## config.mk

```make
export PLATFORM = sky130hd
export DESIGN_NAME = io_uart_tx
export DESIGN_NICKNAME = d
export VERILOG_FILES = /design/src/rtl/io_uart_tx.sv
export SDC_FILE = /design/constraint.sdc
export NUM_CORES = 1
export LEC_CHECK = 0
export ABC_AREA = 1
export CAP_MARGIN = 40
export CORE_UTILIZATION = 56
export CTS_CLUSTER_DIAMETER = 50
export DETAILED_ROUTE_END_ITERATION = 10
export PLACE_DENSITY_LB_ADDON = 0.08
export SYNTH_ARGS = -nofsm -noshare
export SYNTH_HDL_FRONTEND = slang
export SYNTH_SLANG_ARGS = --single-unit
export TNS_END_PERCENT = 30
```

## constraint.sdc

```tcl
create_clock -name clk -period 2 [get_ports clk]
set_clock_uncertainty 0.15 [all_clocks]
set_input_delay 0.6 -clock clk [delete_from_list [all_inputs] [get_ports clk]]
set_output_delay 0.6 -clock clk [all_outputs]
set_load 0.05 [all_outputs]
```

## src/rtl/io_uart_tx.sv

```systemverilog
// io_uart_tx: byte-wide UART transmitter, 8N1 by default.
// Define IO_UART_TX_PARITY_EN to add an even-parity bit (8E1).
module io_uart_tx #(
  parameter int CLKS_PER_BIT = 868
) (
  input  logic       clk,
  input  logic       rst_n,
  input  logic       w_req,
  input  logic [7:0] w_data,
  output logic       w_busy,
  output logic       uart_tx,
  output logic       tx_done
);

  localparam int CW =
    (CLKS_PER_BIT > 1) ? $clog2(CLKS_PER_BIT) : 1;
  localparam logic [CW-1:0] RELOAD =
    CW'(CLKS_PER_BIT - 1);
  localparam logic [CW-1:0] ONE = CW'(1);

`ifdef IO_UART_TX_PARITY_EN
  typedef enum logic [2:0] {
    IDLE, START, DATA, PARITY, STOP
  } state_t;
`else
  typedef enum logic [1:0] {
    IDLE, START, DATA, STOP
  } state_t;
`endif

  state_t          state;
  logic [CW-1:0]   cnt;
  logic [2:0]      idx;
  logic [7:0]      shreg;
`ifdef IO_UART_TX_PARITY_EN
  logic            par;
`endif

  // Frame sequencer: each bit lasts RELOAD+1 cycles,
  // all line/status outputs come straight from flops.
  always_ff @(posedge clk) begin
    if (!rst_n) begin
      state   <= IDLE;
      uart_tx <= 1'b1;
      w_busy  <= 1'b0;
      tx_done <= 1'b0;
      cnt     <= '0;
      idx     <= '0;
      shreg   <= '0;
`ifdef IO_UART_TX_PARITY_EN
      par     <= 1'b0;
`endif
    end else begin
      tx_done <= 1'b0;
      unique case (state)
        IDLE: begin
          if (w_req) begin
            shreg   <= w_data;
            state   <= START;
            uart_tx <= 1'b0;
            w_busy  <= 1'b1;
            cnt     <= RELOAD;
`ifdef IO_UART_TX_PARITY_EN
            par     <= ^w_data;
`endif
          end
        end
        START: begin
          if (cnt != '0) begin
            cnt <= cnt - ONE;
          end else begin
            cnt     <= RELOAD;
            idx     <= '0;
            uart_tx <= shreg[0];
            state   <= DATA;
          end
        end
        DATA: begin
          if (cnt != '0) begin
            cnt <= cnt - ONE;
          end else begin
            cnt <= RELOAD;
            if (idx == 3'd7) begin
              idx <= '0;
`ifdef IO_UART_TX_PARITY_EN
              state   <= PARITY;
              uart_tx <= par;
`else
              state   <= STOP;
              uart_tx <= 1'b1;
`endif
            end else begin
              idx     <= idx + 3'd1;
              shreg   <= {1'b0, shreg[7:1]};
              uart_tx <= shreg[1];
            end
          end
        end
`ifdef IO_UART_TX_PARITY_EN
        PARITY: begin
          if (cnt != '0) begin
            cnt <= cnt - ONE;
          end else begin
            cnt     <= RELOAD;
            state   <= STOP;
            uart_tx <= 1'b1;
          end
        end
`endif
        STOP: begin
          if (cnt != '0) begin
            cnt     <= cnt - ONE;
            tx_done <= (cnt == ONE);
          end else begin
            state  <= IDLE;
            w_busy <= 1'b0;
          end
        end
        default: begin
          state   <= IDLE;
          uart_tx <= 1'b1;
          w_busy  <= 1'b0;
        end
      endcase
    end
  end

endmodule
```

==> impl_metrics.tcl, run 1 <==
set metrics [dict create \
    grt_setup_unrepaired "no" \
    antenna_found_initial 0 \
    cts_root_buf "clkbuf_4" \
    fin_ws_ns 0.204 \
    worstHoldPathType "flop to flop" \
    timing.fmax_ghz 0.557 \
    vias_per_cell 5.35 \
    critPathRequiredTime_ns 2.09 \
    grt_overflow 0 \
    maxCapViolations 0 \
    syn-mean-instance-area_um2 6.85 \
    grt_usage_pct 24.9 \
    finalPower_mw 2.80 \
    setup_viol 0 \
    dp_slack_ns -0.000712 \
    synth_nets 248 \
    maxSlewHeadroom_pct 78.9 \
    synth_cell_types 27 \
    start_kind "flop" \
    grt_pass1_vias 1277 \
    hold_viol_final 0 \
    crit_arrival_ns 1.89 \
    core_area_um2 2570 \
    place_inst 276 \
    synth_flop_cell "dfxtp_1" \
    critical_path_class "flop to flop" \
    firstDrtPassIters 4 \
    wl_per_cell_um 12.0 \
    vdd_ir_drop_max_v 0.00106 \
    drc 0 \
    clk_latency_ns 0.33 \
    synth_top_area_share_pct 33.3 \
    ant_nets 0 \
    path_clk_slew_ns 0.14 \
    power_density_nw_per_um2 1550 \
    seq_area_frac_synth_pct 33.3 \
    grt_pass1_wl_um 5290 \
    power_leakage_nw 0.856 \
    fill_cells 213 \
    synth_warnings 0 \
    fin_crit_sh_pct 89.8 \
    area.sequential_um2 520 \
    diodes 0 \
    synth_area_um2 1560 \
    cts_hold_buffers 0 \
    layout-drive-gt1-share_pct 14.5 \
    multiInputGateArea_um2 941 \
    routabilityCongestion 0.954 \
    synth_top_area_cell "dfxtp_1" \
    ys_top_cells_by_count "62 x nand2_1, 27 x nor2_1, 26 x dfxtp_1" \
    cp-end-kind "flop" \
    path_max_fanout 6 \
    synth_most_common_cell "nand2_1" \
    cts_tree "yes" \
    post-route-min-period_ns 1.80 \
    max_slew.worst_pin.slew_ns 0.316 \
    numCtsBuffers 3 \
    outcome "complete, no violations" \
    routed_wl_um 3350 \
    start_util_pct 60.9 \
    grt_max_degree 14 \
    hpwl_um 2600 \
    maxSlewViolCount 0 \
    io_buffers 13 \
    cts-htree-levels 1 \
    syn_inst 228 \
    fp.dieW_um 54.8 \
    async_flop_share_pct 0 \
    drt_iter0_drc 64 \
    synth_edf_count 0 \
    ys_ff_latch 26 \
    area_delta_synth_final_pct 15.6 \
    synth.area.top_cells "dfxtp_1 33%, nand2_1 15%, ha_1 7.2%, nor2_1 6.5%, nand3_1 6.1%" \
    ioPinCount 14 \
    clock-sinks 26 \
    std_cell_rows 18 \
    nets 271 \
    cts_buffer_depth 2 \
    die_h_um 54.8 \
    vias 1492 \
    dieArea_um2 3010 \
    ff2ff_setup_slack_ns 0.20 \
    final_cells 279 \
]
## placed cells by master (no fill, tap or decap)
cell type and count:
dfxtp_1 26, nand3_4 1, o21a_1 1, nor3_1 4, inv_2 6, o21ai_1 5, ha_1 8, o21bai_1 3
xor2_1 2, nand4_1 5, inv_1 18, nor2_4 1, nor2_8 1, or2_0 1, o21ai_2 1, nor3b_4 1
a21oi_1 18, clkbuf_4 3, o21ai_0 3, nand2_1 62, buf_12 1, nor2_1 27, nand2_4 3, nand3_1 19
nor2_2 4, buf_4 10, nor3b_1 1, clkdlybuf4s50_1 10, ha_2 1, nand2_2 3
## state kept, by name, summed over array words and instances (netlist names)
signal	count
cnt	10
idx	3
shreg	8
state	2
tx_done	1
uart_tx	1
w_busy	1
## stage by stage
step / utilization [%] / cell area [um2] / setup TNS (ns) / hold slack, ns
after floorplan: - / 1560 / 0 / 0.291
final: 70.4 / 1810 / 0 / 0.324
after CTS: 70.3 / 1800 / 0 / 0.323
after detailed placement: 69.4 / 1780 / -0.000712 / 0.303
after global routing: 70.4 / 1810 / 0 / 0.340
after global placement: 69.4 / 1780 / 0 / 0.299
## per-layer routing
layer  global-route usage (%)  part of all wire (%)  up-vias
met2                     38.6                    45       44
met5                        0                     0        -
li1                         -                     -      772
met1                     33.7                    48      669
met4                     10.3                   1.7        0
met3                     4.17                   5.8        7
## where the power goes
| part | internal, mW | total (mW) | switching [mW] |
|---|---|---|---|
| sequential | 0.681 | 0.818 | 0.137 |
| clock | 0.0710 | 0.230 | 0.159 |
| combinational | 0.636 | 1.75 | 1.12 |
| total | 1.39 | 2.80 | 1.41 |
## worst paths after layout
path | start | to | cells after the start
max | state[0] | state[0] | 10
min | shreg[6] | shreg[6] | 2
max reg2reg | state[0] | state[0] | 10
min reg2reg | shreg[6] | shreg[6] | 2
## critical path, cell delays in order (launching register included)
cell     delay [ns]
dfxtp_1        0.41
inv_1          0.09
ha_1           0.26
inv_2          0.15
nor2_2         0.07
inv_2          0.13
nand2_1        0.09
nand2_1        0.14
nand3_1        0.11
nand2_1        0.08
nor2_1         0.04
## kinds of logic after synthesis
family,Yosys count,synth area share (%)
AO/OA/AOI/OAI,31,10.8
XOR/XNOR,2,1.12
adder cells (fa/ha/maj),9,7.21
buffers and inverters,27,6.64
flip-flops,26,33.3
AND/OR/NAND/NOR,133,40.9
## final cells by class
class | instances | area share, %
clock buffer | 3 | 1.25
multi-input combinational | 175 | 52.1
inverter | 24 | 4.99
sequential | 26 | 28.8
tap | 30 | 2.08
timing repair buffer | 21 | 10.8
## what timing repair did
action	4_1_cts	5_1_grt
gates resized for setup	0	1
buffers inserted	0	0
setup endpoints to repair	0	4
(Power assumes the default switching activity.)
==> run 2: changes to the inputs <==
CORE_MARGIN = 2   (was unset)
==> impl_metrics.tcl, run 2 (synthesized netlist as in run 1, its figures left out) <==
set metrics [dict create \
    vdd_ir_drop_max_v 0.00119 \
    cts_hold_buffers 0 \
    start_util_pct 57.7 \
    crit_chain "inv_1 -> ha_1 -> inv_2 -> nor2_2 -> nor3b_4 -> buf_4 -> nand3_1 -> a21oi_1" \
    pwr-share-seq_pct 28.7 \
    antenna_found_initial 0 \
    max_slew.worst_pin.slew_ns 0.305 \
    layout-drive-gt1-share_pct 14.7 \
    cts_tree "yes" \
    setup_viol 0 \
    power_density_nw_per_um2 1570 \
    wl_per_cell_um 12.7 \
    tns_ns 0 \
    cts-htree-levels 1 \
    diodes 0 \
    reg_top3 "cnt x10, shreg x8, idx x3" \
    vias_per_cell 5.34 \
    top_usage_layer "met2" \
    worstHoldPathType "flop to flop" \
    critical_path_class "flop to flop" \
    area_delta_synth_final_pct 16.9 \
    nets 272 \
    ff2ff_setup_slack_ns 0.20 \
    vias 1507 \
    p_sw_mw 1.43 \
    maxSlewViolCount 0 \
    power.internal_mw 1.43 \
    cts_buffer_depth 2 \
    grt_pass1_vias 1452 \
    numCtsBuffers 3 \
    drt_iter0_drc 83 \
    place_area_um2 1790 \
    std_cell_rows 19 \
    critPathRequiredTime_ns 2.11 \
    worst_path_max_delay_cell "dfxtp_1" \
    grt_usage_pct 23.9 \
    core_area_um2 2710 \
    crit_arrival_ns 1.92 \
    cts_setup_buffers 0 \
    ant_nets 0 \
    routed_wl_um 3580 \
    hpwl_um 2790 \
    crit_buf_inv 3 \
    final_cell_mix "62 x nand2_1, 27 x nor2_1, 26 x dfxtp_1, 19 x nand3_1" \
    grt_setup_unrepaired "no" \
    maxCapViolations 0 \
    fp.dieW_um 56.8 \
    timing.fmax_ghz 0.555 \
    ioPinCount 14 \
    clk_latency_ns 0.32 \
    hold_viol_final 0 \
    grtUsageMet3_pct 2.07 \
    outcome "complete, no violations" \
    io_buffers 13 \
    p_sw_share_pct 50.0 \
    routabilityCongestion 0.912 \
    fin_area_um2 1830 \
    use_met1_pct 32.8 \
    grtUsageMet2_pct 40.2 \
    die_h_um 56.8 \
    pwr-share-comb_pct 61.9 \
    power_leakage_nw 0.870 \
    critPathTopFamily "flip-flops" \
    layout_commonest_cell "nand2_1" \
    cts_root_buf "clkbuf_4" \
    path_clk_slew_ns 0.15 \
    firstDrtPassIters 4 \
    grt_max_degree 15 \
    top_register "cnt" \
    clock-sinks 26 \
    dieArea_um2 3230 \
    pwr-share-clk_pct 9.4 \
    largest_reg_flops 10 \
    path_max_fanout 6 \
    max_stage_delay_ns 0.42 \
    drc 0 \
    post-route-min-period_ns 1.80 \
    start_kind "flop" \
    cts_resized 0 \
    fin_crit_sh_pct 90.1 \
    grt_overflow 0 \
    grt_pass1_wl_um 6230 \
    maxSlewHeadroom_pct 79.6 \
    cp-end-kind "flop" \
]
-- run 2: worst register-to-register path: cells and delay by family (launching register included) --
kind | cells | cell delay [ns]
AND/OR/NAND/NOR | 3 | 0.36
buffers and inverters | 3 | 0.40
AO/OA/AOI/OAI | 1 | 0.15
flip-flops | 1 | 0.42
adder cells (fa/ha/maj) | 1 | 0.26
-- run 2: worst paths after layout --
kind,from,end,cells past startpoint
worst min register to register,shreg[6],shreg[6],2
worst min-delay path,shreg[6],shreg[6],2
worst max-delay path,state[0],shreg[4],8
worst max register to register,state[0],shreg[4],8
-- run 2: final cells by class --
type                       count  area [um2]
tap                           31        38.8
timing repair buffer          22         203
inverter                      24        90.1
fill                         247         883
sequential                    26         520
clock buffer                   4        36.3
multi-input combinational    175         938
-- run 2: per-stage QoR --
| stage | util [%] | instances | setup slack [ns] | power [mW] | hold slack (ns) |
|---|---|---|---|---|---|
| after floorplan | - | 228 | 0.348 | 2.13 | 0.291 |
| after global placement | 66.1 | 278 | 0.0238 | 2.53 | 0.299 |
| after detailed placement | 66.1 | 278 | -0.0233 | 2.59 | 0.307 |
| after CTS | 67.4 | 282 | 0.187 | 2.87 | 0.328 |
| after global routing | 67.4 | 282 | 0.100 | 3.13 | 0.352 |
| final | 67.4 | 282 | 0.198 | 2.87 | 0.325 |
-- run 2: power by group through the flow --
| stage | registers, mW | clock network, mW | logic (mW) |
|---|---|---|---|
| floorplan | 0.845 | 0 | 1.29 |
| global placement | 0.822 | 0 | 1.71 |
| detailed placement | 0.836 | 0 | 1.76 |
| CTS | 0.823 | 0.280 | 1.77 |
| global route | 0.844 | 0.295 | 1.99 |
| finish | 0.823 | 0.270 | 1.77 |
-- run 2: layer usage --
layer	up-vias	routed length (um)	share of wire [%]
li1	783	-	-
met3	7	134	3.7
met2	35	1670	47
met5	-	0	0
met1	682	1720	48
met4	0	49	1.4
==> patch 1, RTL diff (flow settings as in run 2) <==
Set the parameter `CLKS_PER_BIT` to 1736 (it was 868).
--- a/src/rtl/io_uart_tx.sv
+++ b/src/rtl/io_uart_tx.sv
@@ -1,7 +1,7 @@
 // io_uart_tx: byte-wide UART transmitter, 8N1 by default.
 // Define IO_UART_TX_PARITY_EN to add an even-parity bit (8E1).
 module io_uart_tx #(
-  parameter int CLKS_PER_BIT = 868
+  parameter int CLKS_PER_BIT = 1736
 ) (
   input  logic       clk,
   input  logic       rst_n,
Check against the original RTL: same outputs for any inputs over 10 cycles, from zero or initial values and one cycle with rst_n low; that may be too few to reach the edited logic, so the function may still have changed.
==> patch 1 against run 2 <==
Wire length decreased by 7.2%. First-iteration DRC count decreased by 12%. Worst setup slack got worse by 4.5 ps. Synthesized area increased by 6.4%. Die area increased by 5.9%. Total power increased by 6.4%. Critical path depth decreased by 1. Via count increased by 4.0%. Global-route usage decreased by 3.0 points. Design area increased by 5.8%. Hold slack got worse by 0.62 ps. Sequential cell count increased by 1. Critical endpoint is now state[0]. Largest cell class unchanged. Largest power group unchanged.
==> patch 1: results (changes against run 2) <==
status=finished clean (unchanged); XOR/XNOR share of the synthesized area=1.053% (was 1.121%); met2 wire length=1403 um (was 1667 um); Mapped Area=0.001663 sq mm (was 0.001563 sq mm); vias in the first global route=1338 (was 1452); GR Util met3=1.978% (was 2.074%); Synth Area in Compound Gates=11.81% (was 10.81%); Post-Place Setup Slack=-60.59 ps (was -23.30 ps); multi-input gates=187 (was 175); initial drt markers=73 (was 83); multi-input combinational area share=51.00% (was 51.37%); nets=293 (was 272); clk_buf instances=4 (unchanged); crit path DAT=1900 ps (was 1920 ps); GR Util All Layers=20.89% (was 23.90%); Routed wire per std cell=10.95 um (was 12.68 um); FF-to-FF End=state[0] (was shreg[4]); layout cells sized above 1=15.07% (was 14.74%); met2 usage=32.74% (was 40.20%); buffering overhead=11.52% (was 11.10%); Met3 Wirelength=110 um (was 134 um); static leakage=0.9284 nW (was 0.8701 nW); via count=1568 (was 1507); Crit Path Max Fanout=5 (was 6); Slew @ Worst Pin=353.6 ps (was 304.9 ps); peak supply drop=1.034 mV (was 1.192 mV); GPL Wtd Cong=0.8675 (was 0.9121); Largest regs=cnt (11), shreg (8), idx (3) (was cnt (10), shreg (8), idx (3)); Adder-Cell Fraction of Synth Area=6.772% (was 7.206%); seq_cells=27 (was 26); top cells by area, synth=dfxtp_1 33%, nand2_1 13%, nor2_1 7.2% (was dfxtp_1 33%, nand2_1 15%, ha_1 7.2%); Non-clock buffers=23 (was 22); Post-Syn Nets=269 (was 248); Non-clock inverters=31 (was 24); PortBufs=13 (unchanged); Yosys cell types=29 (was 27); HPWL Detailed=2578 um (was 2789 um); Filler Cell Count=248 (was 247); Period Utilization, post-route=90.31% (was 90.09%); Seq/Total Area, Yosys=32.51% (was 33.31%); Placed Area=0.001907 sq mm (was 0.001790 sq mm); Hold EP=shreg[3] (was shreg[6]); Worst R2R Path Depth=7 (was 8); M1 WL=1757 um (was 1724 um); met1 usage=30.10% (was 32.76%); Synth top cells by count=59 x nand2_1, 32 x nor2_1, 27 x dfxtp_1 (was 62 x nand2_1, 27 x nor2_1, 26 x dfxtp_1); first-pass GRT wire length=5623 um (was 6230 um)
## patch 1: cell types whose count changed after synthesis, sizes merged, moves of 3 or more
cell / run 2 / this run
nand4: 5 / 2
nor2: 33 / 39
inv: 24 / 30
nand3: 20 / 24
o21ai: 9 / 14
## patch 1: report_power, final
part | internal (mW) | switching, mW
clock network | 0.0783 | 0.162
logic | 0.743 | 1.21
registers | 0.719 | 0.140
total | 1.54 | 1.51
## patch 1: stage by stage
step / hold slack (ps) / instances / utilization [%]
global route: 347.1 / 303 / 69.50
floorplan: 291.2 / 249 / -
finish: 324.0 / 303 / 69.50
detailed placement: 303.8 / 299 / 68.56
global placement: 307.7 / 299 / 68.56
CTS: 325.3 / 303 / 69.50
## patch 1: critical path, stage by stage (launching register included)
cell and delay, ps:
dfxtp_1 400, inv_1 80, ha_1 260, or2_2 340, a21oi_1 260, nand3_1 120
nand2_1 80, nor2_1 30
==> patch 2, RTL diff (config.mk and constraints of run 2) <==
Without the edit above. The 4 states of `state_t` get a one-hot encoding in 4 bits.
--- a/src/rtl/io_uart_tx.sv
+++ b/src/rtl/io_uart_tx.sv
@@ -23,8 +23,8 @@
     IDLE, START, DATA, PARITY, STOP
   } state_t;
 `else
-  typedef enum logic [1:0] {
-    IDLE, START, DATA, STOP
+  typedef enum logic [3:0] {
+    IDLE = 4'b0001, START = 4'b0010, DATA = 4'b0100, STOP = 4'b1000
   } state_t;
 `endif
 
Behaviour: no difference found for any inputs over 10 cycles, from zero or initial values and one cycle with rst_n low; not proved beyond that.
==> patch 2 against run 2 <==
Synthesized cell count rose by 12%. Clock power rose by 4%. Synthesized area rose by 6.3%. Wire length fell by 5.7%. Final cell count up 8.2%. Total power grew 4.6%. Non-clock buffer count shrank 2. Sequential cell count up 2. Hold slack better by 4.4 ps. Design area increased by 2.9%. Worst setup slack better by 11 ps. Largest cell class unchanged. Largest power group unchanged. Highest routed layer unchanged.
==> patch 2: results (changes against run 2) <==
P&R area growth vs syn=13.18% (was 16.89%); Worst R2R Path Depth=10 (was 8); GPL Wtd Cong=0.8607 (was 0.9121); Hold Path Origin=cnt[1] (was shreg[6]); peak supply drop=1.090 mV (was 1.192 mV); multi-input gates=196 (was 175); switching power=1.505 mW (was 1.434 mW); Slew @ Worst Pin=416.9 ps (was 304.9 ps); Yosys cell types=28 (was 27); static leakage=0.9238 nW (was 0.8701 nW); Non-clock inverters=26 (was 24); Filler Cell Count=270 (was 247); Synth top cells by count=81 x nand2_1, 38 x nor2_1, 28 x dfxtp_1 (was 62 x nand2_1, 27 x nor2_1, 26 x dfxtp_1); top cells by area, synth=dfxtp_1 34%, nand2_1 18%, nor2_1 8.6% (was dfxtp_1 33%, nand2_1 15%, ha_1 7.2%); mean area per synthesized cell=6.516 sq um (was 6.854 sq um); Crit Path Max Fanout=9 (was 6); Reg-to-Reg Start=cnt[0] (was state[0]); Largest regs=cnt (10), shreg (8), state (4) (was cnt (10), shreg (8), idx (3)); FF-to-FF End=shreg[3] (was shreg[4]); crit path DAT=1880 ps (was 1920 ps); met1 usage=30.64% (was 32.76%); HPWL Detailed=2563 um (was 2789 um); GR Util met3=2.198% (was 2.074%); M1 WL=1829 um (was 1724 um); sequential cell area share=29.81% (was 28.49%); GR Util All Layers=21.17% (was 23.90%); Met3 Wirelength=79 um (was 134 um); clock sink total=28 (was 26); Cell Pwr Density=1594 mW/mm^2 (was 1570 mW/mm^2); first-pass GRT wire length=5713 um (was 6230 um); Non-clock buffers=20 (was 22); initial drt markers=46 (was 83); met2 usage=32.58% (was 40.20%); Hold EP=cnt[1] (was shreg[6]); Mapped Cells=255 (was 228); ClkCell Share=1.929% (was 1.986%); Seq/Total Area, Yosys=33.73% (was 33.31%); YS warnings=0 (unchanged); Seq group=0.878 mW (was 0.823 mW); Placed Area=0.001844 sq mm (was 0.001790 sq mm); vias in the first global route=1332 (was 1452); status=finished clean (unchanged); final WL=3372 um (was 3576 um); buffering overhead=9.315% (was 11.10%); Placed Instances=301 (was 278); Post-Syn Nets=271 (was 248); CP top delay family=simple AND/OR/NAND/NOR gates (was flip-flops); met2 wire length=1420 um (was 1667 um)
==> patch 2: cell count changes after synthesis, moves of 5 or more <==
cell	run 2	this run
inv_1	18	23
nand2_1	62	81
nor2_1	27	38
o21ai_0	3	12
==> patch 2: how the worst max path moves through the flow <==
stage           start       end  slack, ps  cells after the start
2_1_floorplan  cnt[0]  shreg[0]        380                     10
3_3_place_gp    w_req  shreg[4]        -70                      6
3_5_place_dp    w_req    cnt[6]        -60                      7
4_1_cts        cnt[0]  shreg[3]        230                     10
5_1_grt        cnt[0]  shreg[4]         50                     10
6_report       cnt[0]  shreg[3]        210                     10
==> patch 2: cell families after synthesis <==
logic type / count (synthesis) / synth area share [%]
xor gates and xnor gates: 1 / 0.5272
adders and majority gates: 5 / 3.765
buffers and inverters: 31 / 7.831
DFF: 28 / 33.74
and+or+nand+nor: 160 / 43.15
AOI/OAI and AO/OA: 30 / 10.99
